$ cat src/rtl/gate_state_mac_seq.sv
// Sequential complex gate/state multiplier: out = G*state (or G^dagger*state when adjoint)
// using a single time-multiplexed complex MAC, with round-half-up and saturation.
module gate_state_mac_seq #(
  parameter int unsigned N = 2,
  parameter int unsigned W = 16,
  parameter int unsigned F = 14
) (
  input  logic                  i_clk,
  input  logic                  i_rst_n,
  input  logic                  i_start,
  input  logic                  i_adj,
  input  logic [(W<<(2*N))-1:0] i_gate_re,
  input  logic [(W<<(2*N))-1:0] i_gate_im,
  input  logic [(W<<N)-1:0]     i_state_re,
  input  logic [(W<<N)-1:0]     i_state_im,
  output logic                  o_busy,
  output logic                  o_done,
  output logic [(W<<N)-1:0]     o_out_re,
  output logic [(W<<N)-1:0]     o_out_im,
  output logic                  o_ovf
);

  localparam int unsigned D  = 2**N;
  localparam int unsigned PW = 2*W + 1;
  localparam int unsigned AW = 2*W + N + 1;

  localparam logic signed [AW-1:0] RndC   = {{(AW-F){1'b0}}, 1'b1, {(F-1){1'b0}}};
  localparam logic signed [AW-1:0] SatMax = {{(AW-W+1){1'b0}}, {(W-1){1'b1}}};
  localparam logic signed [AW-1:0] SatMin = {{(AW-W+1){1'b1}}, {(W-1){1'b0}}};

  typedef enum logic [1:0] {StIdle, StMac, StWrite, StDone} state_e;

  state_e r_state, w_state_next;

  logic signed [W-1:0]  r_g_re [D*D];
  logic signed [W-1:0]  r_g_im [D*D];
  logic signed [W-1:0]  r_s_re [D];
  logic signed [W-1:0]  r_s_im [D];
  logic signed [W-1:0]  r_stg_re [D];
  logic signed [W-1:0]  r_stg_im [D];
  logic signed [W-1:0]  r_out_re [D];
  logic signed [W-1:0]  r_out_im [D];
  logic                 r_adj;
  logic [N-1:0]         r_row, r_col;
  logic signed [AW-1:0] r_acc_re, r_acc_im;
  logic                 r_sticky;
  logic                 r_ovf;

  logic                 w_last_col, w_last_row;
  logic [2*N-1:0]       w_gidx;
  logic signed [W-1:0]  w_gr, w_gi_raw, w_sr, w_si;
  logic signed [W:0]    w_gi;
  logic signed [PW-1:0] w_gr_x, w_gi_x, w_sr_x, w_si_x;
  logic signed [PW-1:0] w_p_rr, w_p_ii, w_p_ri, w_p_ir;
  logic signed [AW-1:0] w_term_re, w_term_im;
  logic [W:0]           w_sat_re, w_sat_im;

  assign w_last_col = (r_col == {N{1'b1}});
  assign w_last_row = (r_row == {N{1'b1}});

  // Adjoint reads the transposed element; {row,col} is row*D+col.
  assign w_gidx   = r_adj ? {r_col, r_row} : {r_row, r_col};
  assign w_gr     = r_g_re[w_gidx];
  assign w_gi_raw = r_g_im[w_gidx];
  assign w_sr     = r_s_re[r_col];
  assign w_si     = r_s_im[r_col];

  // One extra bit so negating the most-negative imaginary part cannot wrap.
  assign w_gi = r_adj ? -{w_gi_raw[W-1], w_gi_raw} : {w_gi_raw[W-1], w_gi_raw};

  assign w_gr_x = {{(PW-W){w_gr[W-1]}}, w_gr};
  assign w_gi_x = {{(PW-W-1){w_gi[W]}}, w_gi};
  assign w_sr_x = {{(PW-W){w_sr[W-1]}}, w_sr};
  assign w_si_x = {{(PW-W){w_si[W-1]}}, w_si};

  assign w_p_rr = w_gr_x * w_sr_x;
  assign w_p_ii = w_gi_x * w_si_x;
  assign w_p_ri = w_gr_x * w_si_x;
  assign w_p_ir = w_gi_x * w_sr_x;

  assign w_term_re = {{(AW-PW){w_p_rr[PW-1]}}, w_p_rr} - {{(AW-PW){w_p_ii[PW-1]}}, w_p_ii};
  assign w_term_im = {{(AW-PW){w_p_ri[PW-1]}}, w_p_ri} + {{(AW-PW){w_p_ir[PW-1]}}, w_p_ir};

  // Returns {clamped, value}.
  function automatic logic [W:0] round_sat(input logic signed [AW-1:0] a);
    logic signed [AW-1:0] q;
    q = (a + RndC) >>> F;
    if (q > SatMax) begin
      return {1'b1, 1'b0, {(W-1){1'b1}}};
    end else if (q < SatMin) begin
      return {1'b1, 1'b1, {(W-1){1'b0}}};
    end
    return {1'b0, q[W-1:0]};
  endfunction

  assign w_sat_re = round_sat(r_acc_re);
  assign w_sat_im = round_sat(r_acc_im);

  always_ff @(posedge i_clk or negedge i_rst_n) begin
    if (!i_rst_n) begin
      r_state <= StIdle;
    end else begin
      r_state <= w_state_next;
    end
  end

  always_comb begin
    w_state_next = r_state;
    unique case (r_state)
      StIdle:  if (i_start) w_state_next = StMac;
      StMac:   if (w_last_col) w_state_next = StWrite;
      StWrite: w_state_next = w_last_row ? StDone : StMac;
      StDone:  w_state_next = StIdle;
      default: w_state_next = StIdle;
    endcase
  end

  always_ff @(posedge i_clk or negedge i_rst_n) begin
    if (!i_rst_n) begin
      for (int unsigned i = 0; i < D*D; i++) begin
        r_g_re[i] <= '0;
        r_g_im[i] <= '0;
      end
      for (int unsigned i = 0; i < D; i++) begin
        r_s_re[i]   <= '0;
        r_s_im[i]   <= '0;
        r_stg_re[i] <= '0;
        r_stg_im[i] <= '0;
        r_out_re[i] <= '0;
        r_out_im[i] <= '0;
      end
      r_adj    <= 1'b0;
      r_row    <= '0;
      r_col    <= '0;
      r_acc_re <= '0;
      r_acc_im <= '0;
      r_sticky <= 1'b0;
      r_ovf    <= 1'b0;
    end else begin
      unique case (r_state)
        StIdle: begin
          if (i_start) begin
            for (int unsigned i = 0; i < D*D; i++) begin
              r_g_re[i] <= i_gate_re[i*W +: W];
              r_g_im[i] <= i_gate_im[i*W +: W];
            end
            for (int unsigned i = 0; i < D; i++) begin
              r_s_re[i] <= i_state_re[i*W +: W];
              r_s_im[i] <= i_state_im[i*W +: W];
            end
            r_adj    <= i_adj;
            r_row    <= '0;
            r_col    <= '0;
            r_acc_re <= '0;
            r_acc_im <= '0;
            r_sticky <= 1'b0;
          end
        end
        StMac: begin
          r_acc_re <= r_acc_re + w_term_re;
          r_acc_im <= r_acc_im + w_term_im;
          r_col    <= r_col + N'(1);
        end
        StWrite: begin
          r_stg_re[r_row] <= w_sat_re[W-1:0];
          r_stg_im[r_row] <= w_sat_im[W-1:0];
          r_sticky        <= r_sticky | w_sat_re[W] | w_sat_im[W];
          r_acc_re        <= '0;
          r_acc_im        <= '0;
          r_col           <= '0;
          if (w_last_row) begin
            // Last row bypasses staging so outputs update on the edge entering DONE.
            for (int unsigned i = 0; i < D; i++) begin
              if (i == D-1) begin
                r_out_re[i] <= w_sat_re[W-1:0];
                r_out_im[i] <= w_sat_im[W-1:0];
              end else begin
                r_out_re[i] <= r_stg_re[i];
                r_out_im[i] <= r_stg_im[i];
              end
            end
            r_ovf <= r_sticky | w_sat_re[W] | w_sat_im[W];
          end else begin
            r_row <= r_row + N'(1);
          end
        end
        default: ;
      endcase
    end
  end

  assign o_busy = (r_state == StMac) || (r_state == StWrite);
  assign o_done = (r_state == StDone);
  assign o_ovf  = r_ovf;

  for (genvar g = 0; g < D; g++) begin : g_out
    assign o_out_re[g*W +: W] = r_out_re[g];
    assign o_out_im[g*W +: W] = r_out_im[g];
  end

endmodule

$ cat config.mk
export PLATFORM = sky130hd
export DESIGN_NAME = gate_state_mac_seq
export DESIGN_NICKNAME = d
export VERILOG_FILES = /design/src/rtl/gate_state_mac_seq.sv
export SDC_FILE = /design/constraint.sdc
export NUM_CORES = 2
export LEC_CHECK = 0
export BUFFER_PORTS_ARGS = -buffer_cell sky130_fd_sc_hd__clkbuf_2
export CAP_MARGIN = 20
export CORE_AREA = 2 2 368 370
export DETAILED_ROUTE_END_ITERATION = 7
export DIE_AREA = 0 0 370 372
export HOLD_SLACK_MARGIN = 0.03
export MAX_ROUTING_LAYER = met4
export PLACE_DENSITY = 0.85
export SLEW_MARGIN = 30
export SYNTH_ARGS = -nofsm -noshare
export SYNTH_HDL_FRONTEND = slang
export SYNTH_SLANG_ARGS = --single-unit
$ cat constraint.sdc
create_clock -name i_clk -period 28 [get_ports i_clk]
set_clock_uncertainty 0.05 [all_clocks]
set_input_delay 2.8 -clock i_clk [delete_from_list [all_inputs] [get_ports i_clk]]
set_output_delay 2.8 -clock i_clk [all_outputs]
set_load 0.01 [all_outputs]
==> impl_metrics.ini <==
[sta]
slew_headroom_pct = 28.4
setup_tns_ps = 0
holdWs_ps = 422
max_freq_mhz = 79.1
setup_viol = 0
period_share_pct = 45.1
maxSlewViolCount = 0
worst_pin_slew_ps = 1070
min_period_ps = 12640
finalHoldViolCount = 0
rsz0062_at_grt = no

[clocking]
cts_buffers = 98
cts_tree = yes
root_buffer = clkbuf_16
postCtsHoldBufs = 0
worstSkewPairLatency_ps = 780
htreeDepth = 3
clockBufferDepth = 3
clk_pin_slew_ps = 60
postCtsSetupBuffers = 0
cts-resized-gates = 0
clock-sinks = 943

[placed_design]
portBuffers = 774
dp_hpwl_um = 198000
gp_congestion = 0.997

[yosys]
synth_area_um2 = 85000
yosys.area.top_type = fa_1
synth-edff-count = 0
ys.flop_type = dfrtp_1
syn_inst = 9022
netlist_top_cells_area = fa_1, dfrtp_1, nand2_1, inv_1, ha_1
synth_nets = 11300
synth_top_area_share_pct = 31.4
yosysWarningCount = 0
seq_area_frac_synth_pct = 27.8
syn_avg_cell_area_um2 = 9.42
ys_async_sr_fraction_pct = 100
synth-seq-cells = 943
synth_cell_type_count = 68

[die]
io_pins = 775
rows = 135
core-area_um2 = 134000
die_y_um = 372
initial_core_util_pct = 63.3
die-area_um2 = 138000
die_x_um = 370

[finish]
area_delta_synth_final_pct = 11.0
nNetsFinal = 11900
multi_input_area_um2 = 54200
final_cell_mix = nand2_1, inv_1, fa_1
drive_above_1_share_pct = 14.2
post-route-util_pct = 70.3
register_area_um2 = 23600
layout_commonest_cell = nand2_1
fillers = 9474

[drt]
firstDrtPassIters = 7
wl_per_cell_um = 23.3
antenna_left = 0
viasPerCell = 5.87
vias = 67400
wirelength_um = 268000
drc = 0
drtIter0Drc = 7345

[setup_path]
required_ps = 28590
crit_top_cell = fa_1
critPathBufInv = 6
worstSetupPathType = flop to flop
path_max_fanout = 42
endpoint_kind = flop
cp_slowest_stage_delay_ps = 790
start_kind = flop
critPathSlowestCell = buf_4
worst_ep_arrival_time_ps = 13230
critical_path.top_delay_family = adder cells

[worst_hold_path]
hold_class = flop to flop

[global_routing]
antenna_found_initial = 26
grt_pass1_vias = 71900
overflow = 0
grt_pass1_wl_um = 409000
gr-usage-all-layers_pct = 40.8
grt_max_degree = 234

[job]
maxCapViolations = 0

[status]
status = complete, no violations
==> path summary, 6_finish.rpt <==
kind / start / end / cells past startpoint / slack (ps)
max in group asynchronous: i_rst_n / r_g_re[195] / 5 / 22970
worst max register to register: r_col[0] / r_acc_re[34] / 33 / 15360
worst max-delay path: r_col[0] / r_acc_re[34] / 33 / 15360
worst min-delay path: r_g_re[19] / r_g_re[19] / 2 / 420
worst min register to register: r_g_re[19] / r_g_re[19] / 2 / 420
min in group asynchronous: i_rst_n / r_stg_re[54] / 1 / 1990
==> stage by stage <==
| stage | worst slack (ps) | std cells | area, µm² |
|---|---|---|---|
| after detailed placement | 15480 | 11200 | 90600 |
| after global placement | 15550 | 11200 | 90500 |
| final | 15360 | 11500 | 94300 |
| after floorplan | 17520 | 9022 | 85000 |
| after CTS | 15420 | 11400 | 94100 |
| after global routing | 14790 | 11500 | 94300 |
==> layer usage <==
metal  share of wire (%)  vias up  routed length, µm  GRT usage, %
met4                 8.6        0              22900          27.5
met1                  34    33500              91400          48.5
li1                    -    28100                  -             -
met5                   0        -                  0             -
met2                  46     4441             124000          62.0
met3                  11     1314              29700          10.1
==> worst register-to-register path, delay by kind of cell, from the launching register on <==
family | cells | cell delay, ps
xor gates and xnor gates | 1 | 180
and+or+nand+nor | 5 | 1260
muxes | 2 | 1300
AOI/OAI and AO/OA | 10 | 3340
DFF | 1 | 590
adders and majority gates | 9 | 4420
buffers and inverters | 6 | 1380
==> Yosys cell counts, types with 5 or more instances <==
| cell | number |
|---|---|
| a211oi_1 | 19 |
| nand2b_1 | 24 |
| o211ai_1 | 7 |
| fa_1 | 1333 |
| nor3_1 | 13 |
| ha_1 | 324 |
| xor2_1 | 43 |
| clkbuf_1 | 377 |
| nor4_1 | 5 |
| nand2_1 | 2909 |
| nand3_1 | 34 |
| a22oi_1 | 25 |
| and2_1 | 140 |
| a21oi_1 | 79 |
| or3_1 | 9 |
| dfrtp_1 | 943 |
| nor2b_1 | 30 |
| o31ai_1 | 16 |
| buf_2 | 40 |
| a211o_1 | 5 |
| mux2_2 | 114 |
| a32o_1 | 5 |
| and3_1 | 14 |
| xnor2_1 | 92 |
| inv_1 | 1544 |
| nand4_1 | 13 |
| o21bai_1 | 5 |
| mux2i_1 | 52 |
| buf_1 | 17 |
| buf_6 | 6 |
| a21o_1 | 21 |
| a31oi_1 | 9 |
| mux4_2 | 142 |
| o21ai_0 | 231 |
| nor2_1 | 290 |
| o21a_1 | 29 |
==> layout make-up <==
class	instances	area share, %
multi-input combinational	6089	57.4
sequential	943	25.0
inverter	1546	6.15
timing repair buffer	890	5.17
clock buffer	134	2.95
tap	1781	2.36
clock inverter	49	0.843
antenna	33	0.0875
==> cell families after synthesis <==
| logic type | share of synthesized area (%) |
|---|---|
| fa+ha+maj | 36.2 |
| compound gates | 3.52 |
| flops | 27.8 |
| xor+xnor | 1.39 |
| simple gates | 16.3 |
| buf+inv | 8.92 |
| mux | 5.93 |
==> state kept, by name, summed over array words and instances, names as in the netlist, 2 cells and up <==
| name | count |
|---|---|
| r_s_re | 64 |
| r_stg_re | 48 |
| r_g_re | 256 |
| r_col | 2 |
| r_g_im | 256 |
| r_acc_im | 35 |
| r_stg_im | 48 |
| r_acc_re | 35 |
| r_row | 2 |
| r_state | 2 |
| o_out_im | 64 |
| o_out_re | 64 |
| r_s_im | 64 |
Power is left out: the tool's default activity adds up to more than one toggle a clock period on the data nets, which glitch-free logic cannot reach.
